**src/rtl/rptr_sync_w.sv**
```systemverilog
// Write-domain receiver for the gray read pointer: synchronizer chain, gray-to-binary
// decode, writer-side occupancy/almost_full and a sticky error flag.
module rptr_sync_w #(
  parameter int PTR_WIDTH   = 3,
  parameter int SYNC_STAGES = 2,
  parameter int AF_THRESH   = 6
) (
  input  logic                 clk_w,
  input  logic                 arst,
  input  logic [PTR_WIDTH:0]   g_rptr,
  input  logic [PTR_WIDTH:0]   b_wptr,
  input  logic                 clr_err,
  output logic [PTR_WIDTH:0]   g_rptr_sync,
  output logic [PTR_WIDTH:0]   b_rptr_sync,
  output logic [PTR_WIDTH:0]   w_level,
  output logic                 almost_full,
  output logic                 gray_err
);

  localparam logic [PTR_WIDTH:0] DEPTH  = {1'b1, {PTR_WIDTH{1'b0}}};
  localparam logic [PTR_WIDTH:0] AF_LVL = (PTR_WIDTH + 1)'(AF_THRESH);
  localparam logic [PTR_WIDTH:0] ONE    = {{PTR_WIDTH{1'b0}}, 1'b1};

  logic [PTR_WIDTH:0] sync_q [SYNC_STAGES];
  logic [PTR_WIDTH:0] prev_q;
  logic [PTR_WIDTH:0] level_next;
  logic [PTR_WIDTH:0] hop;
  logic               multi_hop;
  logic               overflow;
  logic               err_set;

  function automatic logic [PTR_WIDTH:0] gray2bin(input logic [PTR_WIDTH:0] g);
    logic [PTR_WIDTH:0] b;
    b[PTR_WIDTH] = g[PTR_WIDTH];
    for (int i = PTR_WIDTH - 1; i >= 0; i--) b[i] = b[i+1] ^ g[i];
    return b;
  endfunction

  // Pure flop chain: nothing may sit between stages or metastability can escape
  always_ff @(posedge clk_w or posedge arst) begin
    if (arst) begin
      for (int k = 0; k < SYNC_STAGES; k++) sync_q[k] <= '0;
    end else begin
      sync_q[0] <= g_rptr;
      for (int k = 1; k < SYNC_STAGES; k++) sync_q[k] <= sync_q[k-1];
    end
  end

  assign g_rptr_sync = sync_q[SYNC_STAGES-1];

  // More than one bit set in the per-cycle difference means an illegal gray step
  always_comb begin
    level_next = b_wptr - b_rptr_sync;
    hop        = g_rptr_sync ^ prev_q;
    multi_hop  = (hop & (hop - ONE)) != '0;
    overflow   = level_next > DEPTH;
    err_set    = multi_hop | overflow;
  end

  always_ff @(posedge clk_w or posedge arst) begin
    if (arst) begin
      prev_q      <= '0;
      b_rptr_sync <= '0;
      w_level     <= '0;
      almost_full <= 1'b0;
      gray_err    <= 1'b0;
    end else begin
      prev_q      <= g_rptr_sync;
      b_rptr_sync <= gray2bin(g_rptr_sync);
      w_level     <= level_next;
      almost_full <= level_next >= AF_LVL;
      gray_err    <= err_set | (gray_err & ~clr_err);
    end
  end

endmodule
```
**config.mk**
```make
export PLATFORM = sky130hd
export DESIGN_NAME = rptr_sync_w
export DESIGN_NICKNAME = d
export VERILOG_FILES = /design/src/rtl/rptr_sync_w.sv
export SDC_FILE = /design/constraint.sdc
export NUM_CORES = 1
export LEC_CHECK = 0
export CORE_MARGIN = 2
export CORE_UTILIZATION = 47
export DETAILED_ROUTE_END_ITERATION = 16
export MAX_ROUTING_LAYER = met4
export PLACE_DENSITY = 0.81
export SLEW_MARGIN = 20
export SYNTH_ARGS = -nofsm -noshare
export SYNTH_HDL_FRONTEND = slang
export SYNTH_SLANG_ARGS = --single-unit
```
**constraint.sdc**
```tcl
create_clock -name clk_w -period 2.5 [get_ports clk_w]
set_input_delay 0.5 -clock clk_w [delete_from_list [all_inputs] [get_ports clk_w]]
set_output_delay 0.5 -clock clk_w [all_outputs]
set_load 0.005 [all_outputs]
```
Word-level counts from Yosys, hierarchy flattened
Index checks and enable logic that the tools add are counted.

Bits in registers: 22. Bits of input ports: 11. Output and inout bits: 14. Logic and storage cells: 21.

$add $sub $neg: 2. Order comparisons: 2. Bitwise gates (word level): 9. Reduce and logical (&&, ||, !) cells: 1.

Operators with widths (count): $and 4x4->4 (1); $ge 4x3->1 const B (1); $gt 4x4->1 const B (1); $reduce_bool 4->1 (1); $sub 4x1->4 const B (1); $sub 4x4->4 (1); $xor 4x4->4 (1); $xor 1x1->1 (3); $or 1x1->1 (2); $and 1x1->1 (1); $not 1->1 (1).

Depth between registers and ports, before layout
Word-level depth: 6. Mapped depth: 7. Gate-level depth less buffers: 7.

Worst setup path after synthesis
Ideal clock, no wire load.

Path kind: input port to flip-flop. From: input b_wptr[0]. To: register gray_err. Setup time: 134 ps. Data arrival time: 1514 ps. Setup slack: 852 ps. Cell stages on the path: 7. Path buffers: 0. Cells stage by stage: inv_1 ha_1 fa_1 xor2_1 inv_1 nor3_1 o211ai_1.

Cells in the longest elaborated chain, start to end: 4.

RTL lines: start, declared (line 11) `input logic [PTR_WIDTH:0] b_wptr,`; $sub 4x4->4 (line 53) `level_next = b_wptr - b_rptr_sync;`; net level_next[2] (line 26) `logic [PTR_WIDTH:0] level_next;`; $gt 4x4->1 (line 56) `overflow = level_next > DEPTH;`; $or 1x1->1 (line 57) `err_set = multi_hop | overflow;`; $or 1x1->1 (line 72) `gray_err <= err_set | (gray_err & ~clr_err);`; end signal, assigned (line 72); end, declared (line 17) `output logic gray_err`.

The timed path passes the listed nets, and every way through them passes these cells.

Final worst setup path
Ends and elaborated chain as after synthesis.

==> metrics.md <==
| Metric | Value |
|---|---|
| Nets@finish | 98 |
| FF-to-FF End | gray_err$_DFF_PP0_ |
| Drt first pass iters | 3 |
| P&R area growth vs syn | 31.3% |
| Relative slew slack | 0.507 |
| GR Util met2 | 0.263 |
| Cell-internal power | 0.556 mW |
| Max Cap Viol | 0 |
| Period utilization | 0.764 |
| Combinational share of power | 0.245 |
| Crit end category | flop |
| Worst r2r src | b_rptr_sync[0]$_DFF_PP0_ |
| Post-synth cell types | 15 |
| Row cnt | 14 |
| Cell family with most CP delay | adder cells |
| Filler cell count | 118 |
| Reg2Reg Setup Slack | 0.89 ns |
| Overall power | 0.744 mW |
| Slowest CP cell | clkdlybuf4s50_1 |
| Tightest Pin Transition | 0.739 ns |
| Layout Cells excl Fill | 98 |
| Setup TNS | 0 ns |
| Vias in the first global route | 491 |
| N_diodes | 0 |
| Commonest cells after routing, fill and taps aside | clkdlybuf4s50_1, dfrtp_1, inv_1 |
| Routed vias/inst | 4.86 |
| Layout cells sized above 1 | 0.0488 |
| Worst-path clk slew | 0.11 ns |
| CTS max path bufs | 2 |
| Synth Instances | 59 |
| Initial antenna violation count | 0 |
| Starting density of the core | 0.518 |
| R2R depth | 6 |
| GPL Wtd Cong | 0.734 |
| Seq pwr share | 0.544 |
| P_sw | 0.188 mW |
| Sequential share of the synthesized area | 0.658 |
| Commonest non-fill, non-tap cell in the layout | clkdlybuf4s50_1 |
| Clock skew | 0.00707 ns |
| Placed insts | 94 |
| CP peak stage delay | 0.45 ns |
| Clock Sink Count | 21 |
| Met1 usage | 0.160 |
| TritonCTS clock tree | built |
| Outcome | finished, final reports clean |
| Die extent in x | 45.2 um |
| Hold Crit Start | sync_q[7]$_DFF_PP0_ |
| Final core occ | 0.680 |
| Max Fanout on Critical Path | 2 |
| Worst Hold End | g_rptr_sync[3]$_DFF_PP0_ |
| CTS H-Tree Depth | 1 |
| Routed WL | 1220 um |
| Hold Path Stages | 0 |
| Synth Register Bits | 21 |
| Die Ht | 45.2 um |
| Antenna Nets Post-Route | 0 |
| CTS Hold Buffers Added | 0 |
| Tmin final | 1.91 ns |
| Clock root buffer master | clkbuf_4 |
| Max rail drop VDD | 0.413 mV |
| Die area | 0.00204 sq mm |
| Sw Share | 0.252 |
| Residual DRC | 0 |
| I/O pins | 25 |
| Worst-skew pair later-pin latency | 0.30 ns |
| Syn nets | 74 |
| Grt ovf | 0 |
| Endpoints failing hold | 0 |
| First-pass GRT wire length | 2080 um |
| Buf/Inv on CP | 3 |
| Clock power share | 0.211 |
| CP Class | input pin to flop |
| Most Frequent Cell on Critical Path | inv_1 |
| Total number of vias | 476 |
| WP data arrival | 2.09 ns |
| Worst path cell trace | clkdlybuf4s50_1 -> inv_1 -> ha_1 -> fa_1 -> xor2_1 -> inv_1 -> nor3_1 -> o211ai_1 |
| Fmax | 523 MHz |
| Final setup violation count | 0 |
| Slew Limit Fails | 0 |
| Post-DP HPWL | 966 um |
| Startpoint Class | input pin |
| Mean post-synth cell area | 13.5 sq um |
| Total track usage | 0.155 |
| RSZ-0062 raised after global routing | false |
| Power Dens Cells | 710 mW/mm^2 |
| CTS buffer count | 3 |
| Per-cell routed wire length | 12.5 um |
| Post-CTS setup repair buffer count | 0 |
| Core Region | 0.00154 sq mm |
| Port Buffers | 24 |
| Hold Slack | 0.362 ns |
| Detailed Route Iter0 Violations | 7 |
| Met3 usage | 0.0360 |
| Hold WC Path Type | flop to flop |
| Cell area after synthesis | 798 sq um |
| Number of gates given a new drive strength after cts | 0 |
| Worst EP required | 2.68 ns |
| GRT Max-Usage Layer | met2 |
| Leak | 0.483 nW |
| Yosys warnings | 0 |
| Maximum number of pins on one net before global-route repair | 22 |
[state kept, by name, summed over array words and instances, names as in the netlist]
| name | cells |
|---|---|
| g_rptr_sync | 4 |
| sync_q | 4 |
| w_level | 4 |
| prev_q | 3 |
| b_rptr_sync | 4 |
| gray_err | 1 |
| almost_full | 1 |
[cell usage after synthesis]
| cell type | count | area share |
|---|---|---|
| fa_1 | 1 | 0.025 |
| xnor2_1 | 4 | 0.044 |
| maj3_1 | 1 | 0.013 |
| nand2_1 | 1 | 0.0047 |
| buf_4 | 5 | 0.047 |
| nor3_1 | 1 | 0.0063 |
| a21oi_1 | 2 | 0.013 |
| xor2_1 | 6 | 0.066 |
| nor2b_1 | 1 | 0.0078 |
| dfrtp_1 | 21 | 0.66 |
| ha_1 | 3 | 0.047 |
| o211ai_1 | 1 | 0.0094 |
| o21ai_0 | 2 | 0.013 |
| nor2_1 | 1 | 0.0047 |
| inv_1 | 9 | 0.042 |
[cell type report]
class | instances | area, sq um | share of cell area
multi-input combinational | 24 | 201 | 0.192
clock buffer | 3 | 22.5 | 0.0215
tap | 16 | 20.0 | 0.0191
sequential | 21 | 526 | 0.501
inverter | 9 | 33.8 | 0.0322
timing repair buffer | 24 | 240 | 0.229
clock inverter | 1 | 5.00 | 0.00477
[power groups by stage]
stage / Clock, mW / Combinational [mW] / Sequential (mW)
after floorplan: 0 / 0.0737 / 0.415
after global placement: 0 / 0.179 / 0.410
after detailed placement: 0 / 0.184 / 0.413
after CTS: 0.163 / 0.185 / 0.406
after global routing: 0.179 / 0.204 / 0.410
final: 0.157 / 0.182 / 0.405
[how the worst max path moves through the flow]
stage	to	startpoint	slack [ns]	cells past startpoint
floorplan	gray_err$_DFF_PP0_	b_wptr[0]	0.85	7
global placement	gray_err$_DFF_PP0_	b_wptr[0]	0.34	8
detailed placement	gray_err$_DFF_PP0_	b_wptr[0]	0.26	8
CTS	gray_err$_DFF_PP0_	b_wptr[0]	0.59	8
global route	gray_err$_DFF_PP0_	b_wptr[0]	0.41	8
finish	gray_err$_DFF_PP0_	b_wptr[0]	0.59	8
[cells by family after synthesis]
group,count (synthesis),synth area share
buffers and inverters,14,0.0893
XOR/XNOR,10,0.110
adder cells (fa/ha/maj),5,0.0846
flip-flops,21,0.658
AND/OR/NAND/NOR,4,0.0235
AO/OA/AOI/OAI,5,0.0345
[through the flow]
| stage | instance area (sq um) | setup slack (ns) |
|---|---|---|
| finish | 1050 | 0.590 |
| global route | 1050 | 0.414 |
| CTS | 1050 | 0.588 |
| detailed placement | 1020 | 0.258 |
| global placement | 1020 | 0.340 |
| floorplan | 798 | 0.852 |
[layer usage]
metal / vias up / share of wire
met4: 0 / 0.019
met2: 21 / 0.54
met5: - / 0
li1: 222 / -
met1: 231 / 0.37
met3: 2 / 0.069
[worst reg2reg max path: cells and delay by family, from the launching register on]
| kind | cells | cell delay (ns) |
|---|---|---|
| DFF | 1 | 0.40 |
| xor gates and xnor gates | 1 | 0.18 |
| AOI/OAI and AO/OA | 1 | 0.11 |
| and+or+nand+nor | 1 | 0.14 |
| adders and majority gates | 2 | 0.60 |
| buffers and inverters | 1 | 0.08 |
No activity file was read; power rests on OpenSTA's default activity.
